[src/rtl/pkt_con_pkg.sv]
// Shared types and constants for the node/topology packet connection receive side.
package pkt_con_pkg;

  localparam int unsigned X_NUM      = 7;
  localparam int unsigned Y_NUM      = 7;
  localparam int unsigned TOTAL_NUM  = X_NUM + Y_NUM;
  localparam int unsigned PKT_TYPE_W = 4;
  localparam int unsigned PKT_ID_W   = 4;
  localparam int unsigned PKT_FLIT_W = 16;
  localparam int unsigned PORT_W     = 4;

  typedef logic [PORT_W-1:0] port_idx_t;

  typedef struct packed {
    logic                  qos;
    logic [PKT_TYPE_W-1:0] typ;
    logic [PKT_ID_W-1:0]   src;
    logic [PKT_ID_W-1:0]   tgt;
    logic [PKT_FLIT_W-1:0] data;
  } pkt_t;

  typedef struct packed {
    pkt_t      pkt;
    port_idx_t port;
  } fifo_ent_t;

  // Round-robin successor of a link index among n links.
  function automatic port_idx_t next_idx(input port_idx_t i, input int unsigned n);
    return ((32'(i) + 32'd1) >= n) ? '0 : i + port_idx_t'(1);
  endfunction

endpackage

[src/rtl/pkt_con_rr_arb.sv]
// Round-robin arbiter: first requester at or after ptr, wrapping N-1 -> 0.
module pkt_con_rr_arb #(
  parameter int unsigned N     = 14,
  parameter int unsigned IDX_W = (N > 1) ? $clog2(N) : 1
) (
  input  logic [N-1:0]     req,
  input  logic [IDX_W-1:0] ptr,
  output logic [N-1:0]     gnt,
  output logic [IDX_W-1:0] idx
);

  // Scan N positions starting at ptr; the first active request wins.
  always_comb begin
    int unsigned c;
    logic        found;
    gnt   = '0;
    idx   = '0;
    found = 1'b0;
    c     = 0;
    for (int unsigned k = 0; k < N; k++) begin
      c = 32'(ptr) + k;
      if (c >= N) c = c - N;
      if (!found && req[IDX_W'(c)]) begin
        found              = 1'b1;
        gnt[IDX_W'(c)]     = 1'b1;
        idx                = IDX_W'(c);
      end
    end
  end

endmodule

[src/rtl/pkt_con_rx_arb.sv]
// Receive-side arbiter: merges X/Y links into one ejection port through a small FIFO.
module pkt_con_rx_arb #(
  parameter int unsigned X_NUM  = pkt_con_pkg::X_NUM,
  parameter int unsigned Y_NUM  = pkt_con_pkg::Y_NUM,
  parameter int unsigned DEPTH  = 4,
  parameter int unsigned TYPE_W = pkt_con_pkg::PKT_TYPE_W,
  parameter int unsigned ID_W   = pkt_con_pkg::PKT_ID_W,
  parameter int unsigned FLIT_W = pkt_con_pkg::PKT_FLIT_W
) (
  input  logic                          clk,
  input  logic                          rst_n,
  input  logic [X_NUM-1:0]              x_vld,
  input  logic [X_NUM-1:0]              x_qos,
  input  logic [X_NUM*TYPE_W-1:0]       x_type,
  input  logic [X_NUM*ID_W-1:0]         x_src,
  input  logic [X_NUM*ID_W-1:0]         x_tgt,
  input  logic [X_NUM*FLIT_W-1:0]       x_data,
  output logic [X_NUM-1:0]              x_rdy,
  input  logic [Y_NUM-1:0]              y_vld,
  input  logic [Y_NUM-1:0]              y_qos,
  input  logic [Y_NUM*TYPE_W-1:0]       y_type,
  input  logic [Y_NUM*ID_W-1:0]         y_src,
  input  logic [Y_NUM*ID_W-1:0]         y_tgt,
  input  logic [Y_NUM*FLIT_W-1:0]       y_data,
  output logic [Y_NUM-1:0]              y_rdy,
  output logic                          out_vld,
  input  logic                          out_rdy,
  output logic                          out_qos,
  output logic [TYPE_W-1:0]             out_type,
  output logic [ID_W-1:0]               out_src,
  output logic [ID_W-1:0]               out_tgt,
  output logic [FLIT_W-1:0]             out_data,
  output logic [3:0]                    out_port,
  output logic [$clog2(DEPTH+1)-1:0]    fifo_cnt,
  output logic                          proto_err
);

  import pkt_con_pkg::*;

  localparam int unsigned N_LINK = X_NUM + Y_NUM;
  localparam int unsigned AW     = (DEPTH > 1) ? $clog2(DEPTH) : 1;
  localparam int unsigned CW     = $clog2(DEPTH + 1);

  logic [N_LINK-1:0] req;
  logic [N_LINK-1:0] qos_req;
  logic [N_LINK-1:0] gnt_hi;
  logic [N_LINK-1:0] gnt_all;
  logic [N_LINK-1:0] gnt;
  logic [N_LINK-1:0] err_hit;
  pkt_t              link_pkt [N_LINK];
  port_idx_t         idx_hi;
  port_idx_t         idx_all;
  port_idx_t         win_idx;
  logic              any_qos;
  logic              can_push;
  logic              push;
  logic              pop;

  port_idx_t         ptr_hi_q, ptr_hi_d;
  port_idx_t         ptr_all_q, ptr_all_d;
  fifo_ent_t         mem_q [DEPTH];
  fifo_ent_t         mem_d [DEPTH];
  logic [AW-1:0]     wr_q, wr_d;
  logic [AW-1:0]     rd_q, rd_d;
  logic [CW-1:0]     cnt_q, cnt_d;
  logic [N_LINK-1:0] pend_q, pend_d;
  pkt_t              prev_q [N_LINK];
  pkt_t              prev_d [N_LINK];
  logic              perr_q, perr_d;
  fifo_ent_t         head;

  assign req     = {y_vld, x_vld};
  assign qos_req = req & {y_qos, x_qos};

  // Unpack the flat link buses into one packet per link index.
  for (genvar i = 0; i < X_NUM; i++) begin : g_x
    assign link_pkt[i] = {x_qos[i], x_type[i*TYPE_W +: TYPE_W], x_src[i*ID_W +: ID_W],
                          x_tgt[i*ID_W +: ID_W], x_data[i*FLIT_W +: FLIT_W]};
  end
  for (genvar i = 0; i < Y_NUM; i++) begin : g_y
    assign link_pkt[X_NUM+i] = {y_qos[i], y_type[i*TYPE_W +: TYPE_W], y_src[i*ID_W +: ID_W],
                                y_tgt[i*ID_W +: ID_W], y_data[i*FLIT_W +: FLIT_W]};
  end

  pkt_con_rr_arb #(.N(N_LINK)) u_arb_hi (
    .req (qos_req),
    .ptr (ptr_hi_q),
    .gnt (gnt_hi),
    .idx (idx_hi)
  );

  pkt_con_rr_arb #(.N(N_LINK)) u_arb_all (
    .req (req),
    .ptr (ptr_all_q),
    .gnt (gnt_all),
    .idx (idx_all)
  );

  // Class select and full inhibit; a same-cycle pop never frees a slot.
  always_comb begin
    any_qos  = |qos_req;
    can_push = rst_n && (cnt_q != CW'(DEPTH));
    win_idx  = any_qos ? idx_hi : idx_all;
    gnt      = '0;
    if (can_push) gnt = any_qos ? gnt_hi : gnt_all;
    push     = |gnt;
  end

  assign x_rdy = gnt[X_NUM-1:0];
  assign y_rdy = gnt[N_LINK-1:X_NUM];

  // Only the winning class advances its pointer.
  always_comb begin
    ptr_hi_d  = ptr_hi_q;
    ptr_all_d = ptr_all_q;
    if (push) begin
      if (any_qos) ptr_hi_d  = next_idx(win_idx, N_LINK);
      else         ptr_all_d = next_idx(win_idx, N_LINK);
    end
  end

  // Ejection FIFO next state.
  always_comb begin
    mem_d = mem_q;
    wr_d  = wr_q;
    rd_d  = rd_q;
    cnt_d = cnt_q;
    pop   = (cnt_q != '0) && out_rdy;
    if (push) begin
      mem_d[wr_q] = '{pkt: link_pkt[win_idx], port: win_idx};
      wr_d        = (wr_q == AW'(DEPTH - 1)) ? '0 : wr_q + AW'(1);
    end
    if (pop) rd_d = (rd_q == AW'(DEPTH - 1)) ? '0 : rd_q + AW'(1);
    case ({push, pop})
      2'b10:   cnt_d = cnt_q + CW'(1);
      2'b01:   cnt_d = cnt_q - CW'(1);
      default: cnt_d = cnt_q;
    endcase
  end

  // Per-link hold check: a stalled request must stay valid with identical payload.
  for (genvar i = 0; i < N_LINK; i++) begin : g_chk
    assign err_hit[i] = pend_q[i] && (!req[i] || (link_pkt[i] != prev_q[i]));
  end

  // Protocol monitor next state.
  always_comb begin
    pend_d = req & ~gnt;
    prev_d = link_pkt;
    perr_d = perr_q | (|err_hit);
  end

  // State registers.
  always_ff @(posedge clk or negedge rst_n) begin
    if (!rst_n) begin
      ptr_hi_q  <= '0;
      ptr_all_q <= '0;
      mem_q     <= '{default: '0};
      wr_q      <= '0;
      rd_q      <= '0;
      cnt_q     <= '0;
      pend_q    <= '0;
      prev_q    <= '{default: '0};
      perr_q    <= 1'b0;
    end else begin
      ptr_hi_q  <= ptr_hi_d;
      ptr_all_q <= ptr_all_d;
      mem_q     <= mem_d;
      wr_q      <= wr_d;
      rd_q      <= rd_d;
      cnt_q     <= cnt_d;
      pend_q    <= pend_d;
      prev_q    <= prev_d;
      perr_q    <= perr_d;
    end
  end

  // Head of FIFO drives the ejection port; fields read zero while empty.
  always_comb begin
    head     = mem_q[rd_q];
    out_vld  = (cnt_q != '0);
    out_qos  = 1'b0;
    out_type = '0;
    out_src  = '0;
    out_tgt  = '0;
    out_data = '0;
    out_port = '0;
    if (out_vld) begin
      out_qos  = head.pkt.qos;
      out_type = head.pkt.typ;
      out_src  = head.pkt.src;
      out_tgt  = head.pkt.tgt;
      out_data = head.pkt.data;
      out_port = head.port;
    end
  end

  assign fifo_cnt  = cnt_q;
  assign proto_err = perr_q;

endmodule

[config.mk]
export PLATFORM = sky130hd
export DESIGN_NAME = pkt_con_rx_arb
export DESIGN_NICKNAME = d
export VERILOG_FILES = /design/src/rtl/pkt_con_pkg.sv /design/src/rtl/pkt_con_rr_arb.sv /design/src/rtl/pkt_con_rx_arb.sv
export SDC_FILE = /design/constraint.sdc
export NUM_CORES = 2
export LEC_CHECK = 0
export BUFFER_PORTS_ARGS = -buffer_cell sky130_fd_sc_hd__buf_2
export CORE_ASPECT_RATIO = 1.25
export CORE_MARGIN = 2
export CORE_UTILIZATION = 55
export DETAILED_ROUTE_END_ITERATION = 7
export PLACE_DENSITY_LB_ADDON = 0.1
export RECOVER_POWER = 25
export SLEW_MARGIN = 5
export SYNTH_ARGS = -nofsm -noshare
export SYNTH_HDL_FRONTEND = slang
export SYNTH_SLANG_ARGS = --single-unit
[constraint.sdc]
create_clock -name clk -period 13.1 [get_ports clk]
set_input_delay 1.31 -clock clk [delete_from_list [all_inputs] [get_ports clk]]
set_output_delay 1.31 -clock clk [all_outputs]
set_load 0.03 [all_outputs]
; Yosys cells after proc, flatten, opt, wreduce, memory -nomap -nowiden
; Index checks and enable logic that the tools add are counted.
[totals]
output_inout_bits = 52
wordCells = 679
reg_bits = 568
in_bits = 423
[op_classes]
mux = 244
reduce_logical = 132
n_addsub = 60
order_cmp = 89
bitwise_logic = 34
eq_ne = 19
[op_table]
columns = cell, count
row1 = 14-bit two-way mux, 30
row2 = 29-bit inequality test, 14
row3 = 14-bit bitwise OR, 26
row4 = 4-bit two-way mux, 62
row5 = 4-bit by 5-bit < comparator with 1-bit output (second input constant), 28
row6 = 5-bit by 4-bit >= comparator with 1-bit output (second input constant), 27
row7 = 132-bit bitwise mux, 1
row8 = 29-bit binary-select mux with 4-bit select, 1
row9 = 1-bit binary-select mux with 4-bit select, 28
row10 = 1-bit demux with 4-bit select, 28
row11 = 4-bit by 1-bit >= comparator with 1-bit output (second input constant), 28
row12 = 4-bit subtractor (second input constant), 28
row13 = 33-bit two-way mux, 3
row14 = 1-bit two-way mux, 83
row15 = 1-bit logical AND, 71
row16 = 33-bit binary-select mux with 2-bit select, 1
row17 = 33-bit demux with 2-bit select, 1
row18 = 4-bit by 4-bit adder with 5-bit output (second input constant), 12
row19 = 29-bit two-way mux, 2
row20 = 14-bit OR reduction, 3
row21 = 4-bit by 3-bit adder with 5-bit output (second input constant), 8
row22 = 1-bit zero test, 40
row23 = 14-bit AND, 2
row24 = 4-bit by 2-bit adder with 5-bit output (second input constant), 4
row25 = other kinds (24), 47

; Longest topological paths before layout
[logic_depth]
word_depth = 50
ltp_mapped = 34
mapped_depth_nobuf = 25

; Hierarchy
; Synthesis repeated with hierarchy kept, for this count alone.
[hier_totals]
hier_cells = 3716
area_unflattened_um2 = 36790.3
[modules_own_cells]
columns = module, cells_per_inst, area_each_um2, n_inst, seq_area_each_um2
row1 = pkt_con_rx_arb, 2276, 26525.4, 1, 14213.6
row2 = pkt_con_rr_arb (u_arb_all), 753, 5377.7, 1, 0.0
row3 = pkt_con_rr_arb (u_arb_hi), 687, 4887.2, 1, 0.0

; Worst setup path before layout
; No wires, ideal clock.
[synth_path]
path_kind = register to register
start = register ptr_hi_q[0]
end = register cnt_q[2], in the netlist fifo_cnt[2]
setup_ns = 0.080
arrival_time_ns = 7.829
required_time_ns = 13.020
path_slack_ns = 5.190
n_path_buf = 10
path_stages_with_launch = 34
period_less_slack_ns = 7.910
path_cell_list = dfrtp_1 -> buf_2 -> buf_4 -> clkinv_1 -> clkbuf_1 -> clkbuf_1 -> buf_1 -> clkbuf_1 -> ha_1 -> inv_2 -> buf_1 -> ha_1 -> clkbuf_1 -> xor2_1 -> o211ai_1 -> o21ai_0 -> clkbuf_1 -> mux2i_1 -> mux4_2 -> clkbuf_1 -> nor3_1 -> nand3_1 -> nor3_1 -> or4_1 -> o41ai_1 -> o21ai_1 -> nand4b_4 -> nor3_1 -> ha_1 -> inv_1 -> fa_1 -> xor2_1 -> nor2_1 -> xor2_1
[synth_between]
elab_chain_cells = 49
word_cells_on_any_way = 226
cone_classes = add/sub (27) / order compare (42) / eq/ne (2) / mux (100) / bitwise (13) / reduce/logical (42)
[synth_rtl]
columns = item, line
row1 = start: declaration, pkt_con_rx_arb.sv:59  ; port_idx_t ptr_hi_q, ptr_hi_d;
row2 = start signal: assignment, pkt_con_rx_arb.sv:166  ; ptr_hi_q <= ptr_hi_d;
row3 = "parallel branches: the longest is 43 deep, another holds 4-bit by 1-bit adder with 5-bit output", --
row4 = 14-bit two-way mux *, pkt_con_rr_arb.sv:23  ; if (!found && req[IDX_W'(c)]) begin
row5 = 14-bit two-way mux * (2 in a row), pkt_con_rx_arb.sv:105  ; if (can_push) gnt = any_qos ? gnt_hi : gnt_all;
row6 = 14-bit OR reduction *, pkt_con_rx_arb.sv:106  ; push = |gnt;
row7 = 2-bit by 1-bit equality test with 1-bit output or 2-bit equality test (tied branches), pkt_con_rx_arb.sv:134  ; case ({push, pop})
row8 = 3-bit one-hot mux with 2 select lines or 2-bit nonzero test (tied branches), --
row9 = end signal: assignment, pkt_con_rx_arb.sv:171  ; cnt_q <= cnt_d;
row10 = end: declaration, pkt_con_rx_arb.sv:65  ; logic [CW-1:0] cnt_q, cnt_d;
; Every way passes the cells marked *. The select of a mux whose other input is x is not followed.
; A chain may end at the register's enable or synchronous reset.

; Worst setup path after layout
[layout_path]
start = register ptr_all_q[1]
end = output x_rdy[6]
[layout_between]
elab_chain_cells = 46
word_cells_on_any_way = 221
cone_classes = add/sub (27) / order compare (42) / mux (99) / bitwise (13) / reduce/logical (40)
[layout_rtl]
columns = item, line
row1 = start: declaration, pkt_con_rx_arb.sv:60  ; port_idx_t ptr_all_q, ptr_all_d;
row2 = start signal: assignment, pkt_con_rx_arb.sv:167  ; ptr_all_q <= ptr_all_d;
row3 = "parallel branches: the longest is 43 deep, another holds 4-bit by 1-bit adder with 5-bit output", --
row4 = 14-bit two-way mux *, pkt_con_rr_arb.sv:23
row5 = 14-bit two-way mux * (2 in a row), pkt_con_rx_arb.sv:105
row6 = end: declaration, pkt_con_rx_arb.sv:18  ; output logic [X_NUM-1:0] x_rdy,
; Marked as above.

==> out/results.ini <==
[place]
dpl.hpwl_mm = 143.5
dp.cells = 5141
dp_slack_ns = 3.394
place.gp.congestion = 1.099
io_buffers = 474

[detailed_routing]
drc_errors = 0
vias = 36751
drt-total-wl_mm = 182.3
drt_iter0_markers = 4572
wl_per_cell_um = 34.66
first_pass_iters = 7
postRouteAntennaNets = 0
via_per_inst = 6.990

[cts]
clk_path_buf_depth = 3
clk_latency_ns = 0.60
htree_levels = 2
numCtsBuffers = 48
cts_tree = built
clock-sinks = 568
post_cts_buffers = 0
cts.repair.resized = 0
clk_pin_slew_ns = 0.07
cts-root-buf = clkbuf_16
postCtsHoldBufs = 0

[setup_path]
reg2reg_to = fifo_cnt[2]
reg2reg_slack_ns = 3.11
crit_arrival_ns = 8.73
worstPathRequired_ns = 11.79
r2r_start = ptr_all_q[1]
worst_setup_path_start_kind = flip-flop
cp-endpoint = x_rdy[6]
critical-path-top-delay-family = compound AO/OA/AOI/OAI gates
slowest_delay_ns = 0.96
cp-startpoint = ptr_all_q[1]
cpMaxStageDelayCell = o311ai_1
path_max_fanout = 35
path_depth = 19
crit_path_cell_trace = buf_4, clkinv_1, ha_1, buf_4, ha_1, a21boi_1, o31ai_1, o32ai_1, nor2_1, a2111oi_0, or3_1, nor4_1, and4_1, nand2b_1, nor2_1, a221o_1, o311ai_1, inv_1, buf_2
crit_type = flip-flop to primary output
ff2ff_path_depth = 25
worstSetupEndpointType = primary output
crit_buf_inv = 5

[finish]
finalNonFillerCells = 5258
fin_util = 0.6173
final_cell_mix = 565 x dfrtp_1, 303 x clkbuf_1, 296 x xor2_1
nets = 4727
synthToLayoutAreaGrowth_pct = 11.43
drive_gt1_frac = 0.1740
final_common_cell = dfrtp_1

[timing]
tightest_slew_ns = 1.455
period_needed_ns = 10.04
rsz0062_at_grt = false
relSlewSlack = 0.02110
fin_setup_tns_ns = 0
setup_slack_ns = 3.062
setup_viol_count_final = 0
clock.fmax_mhz = 99.63
maxSlewViolCount = 0
fin_crit_sh = 0.7662
skew_ns = 0.02701
hold_violations = 0

[global_routing]
grt-ovfl-total = 0
track_usage = 0.4855
antenna_found_initial = 29
grt_pass1_wl_mm = 256.5
grt_pass1_vias = 35521
grt_max_degree = 186

[floorplanning]
die_area_um2 = 73320
start_util = 0.5540
core-area_um2 = 70650
die_w_um = 242.6
fp.dieH_um = 302.2
top_level_ports = 475
rows = 109

[synthesis]
netlist_area_um2 = 39140
syn_area_per_cell_um2 = 10.12
ys_warn_count = 0
synth_edf_count = 0
ys_seq_area_frac = 0.3632
synth_nets = 4347
synthFlopType = dfrtp_1
async_flop_share = 1.000
synth_cells = 3868
ys_types = 115
ys_seq_elements = 568

[outcome]
failed_checks = max-capacitance violations
status = finished with violations

[worst_hold_path]
min_path_type = flip-flop to flip-flop

[flow_run]
drv_cap = 1

[registers in the layout, summed over array words and instances (netlist names)]
signal and cells:
prev_q 406, mem_q 132, pend_q 14, ptr_all_q 4, ptr_hi_q 4, fifo_cnt 3, rd_q 2, wr_q 2
proto_err 1
[layer usage]
metal | global-route usage | wire length, µm | vias to the layer above
li1 | - | - | 15441
met1 | 0.5380 | 61290 | 17843
met2 | 0.7685 | 81140 | 2603
met3 | 0.1220 | 18410 | 844
met4 | 0.4569 | 21290 | 20
met5 | 0 | 126 | -
[worst reg2reg max path: cells and delay by family (launching register included)]
family	cells	cell delay [ns]
AO/OA/AOI/OAI	7	4.00
adder cells (fa/ha/maj)	4	1.85
XOR/XNOR	2	0.31
buffers and inverters	4	1.40
flip-flops	1	0.33
AND/OR/NAND/NOR	8	2.02
[logic make-up after synthesis]
family	count (synthesis)	share of synthesized area
DFF	568	0.3632
buffers and inverters	281	0.03376
xor gates and xnor gates	450	0.1019
muxes	463	0.1581
AOI/OAI and AO/OA	756	0.1460
adders and majority gates	57	0.01873
and+or+nand+nor	1293	0.1785
[final cells by class]
class	instances	area [µm²]
well taps	943	1180
diodes	27	67.56
multi-input cells	3019	23660
fillers	6151	27030
repair buffers	541	2539
flip-flops and latches	568	14220
clock buffers	63	1359
inverters	70	262.8
clock inverters	27	321.6
[through the flow]
stage | hold slack, ns | instance area [µm²]
global route | 0.5190 | 43550
finish | 0.5081 | 43610
CTS | 0.5096 | 43910
global placement | 0.4823 | 42230
detailed placement | 0.4897 | 42230
floorplan | 0.4738 | 39140
[worst min path at each step]
stage | start | endpoint | slack [ns] | cells after the start
global route | mem_q[15] | mem_q[15] | 0.52 | 1
finish | mem_q[37] | mem_q[37] | 0.51 | 1
CTS | mem_q[21] | mem_q[21] | 0.51 | 1
global placement | mem_q[35] | mem_q[35] | 0.48 | 1
detailed placement | mem_q[21] | mem_q[21] | 0.49 | 1
floorplan | mem_q[33] | mem_q[33] | 0.47 | 1
[synth_stat cells (all sizes together), types with 38 or more instances]
| cell | n | share of area |
|---|---|---|
| inv | 65 | 0.0062 |
| nor2 | 162 | 0.016 |
| nand2b | 42 | 0.0067 |
| nor3 | 119 | 0.015 |
| mux2 | 249 | 0.083 |
| nand4 | 137 | 0.022 |
| nand3 | 133 | 0.017 |
| a21oi | 109 | 0.015 |
| nand2 | 259 | 0.025 |
| nor4 | 152 | 0.025 |
| and2 | 70 | 0.011 |
| xnor2 | 153 | 0.035 |
| xor2 | 297 | 0.067 |
| mux4 | 64 | 0.037 |
| nor2b | 38 | 0.0061 |
| clkbuf | 86 | 0.0082 |
| buf | 125 | 0.019 |
| o21ai | 105 | 0.014 |
| mux2i | 150 | 0.038 |
| dfrtp | 568 | 0.36 |
| a211oi | 38 | 0.0077 |
| ha | 53 | 0.017 |
Power is not shown: default switching activity piles up to over one toggle a cycle in this logic, so the estimate is an artifact.
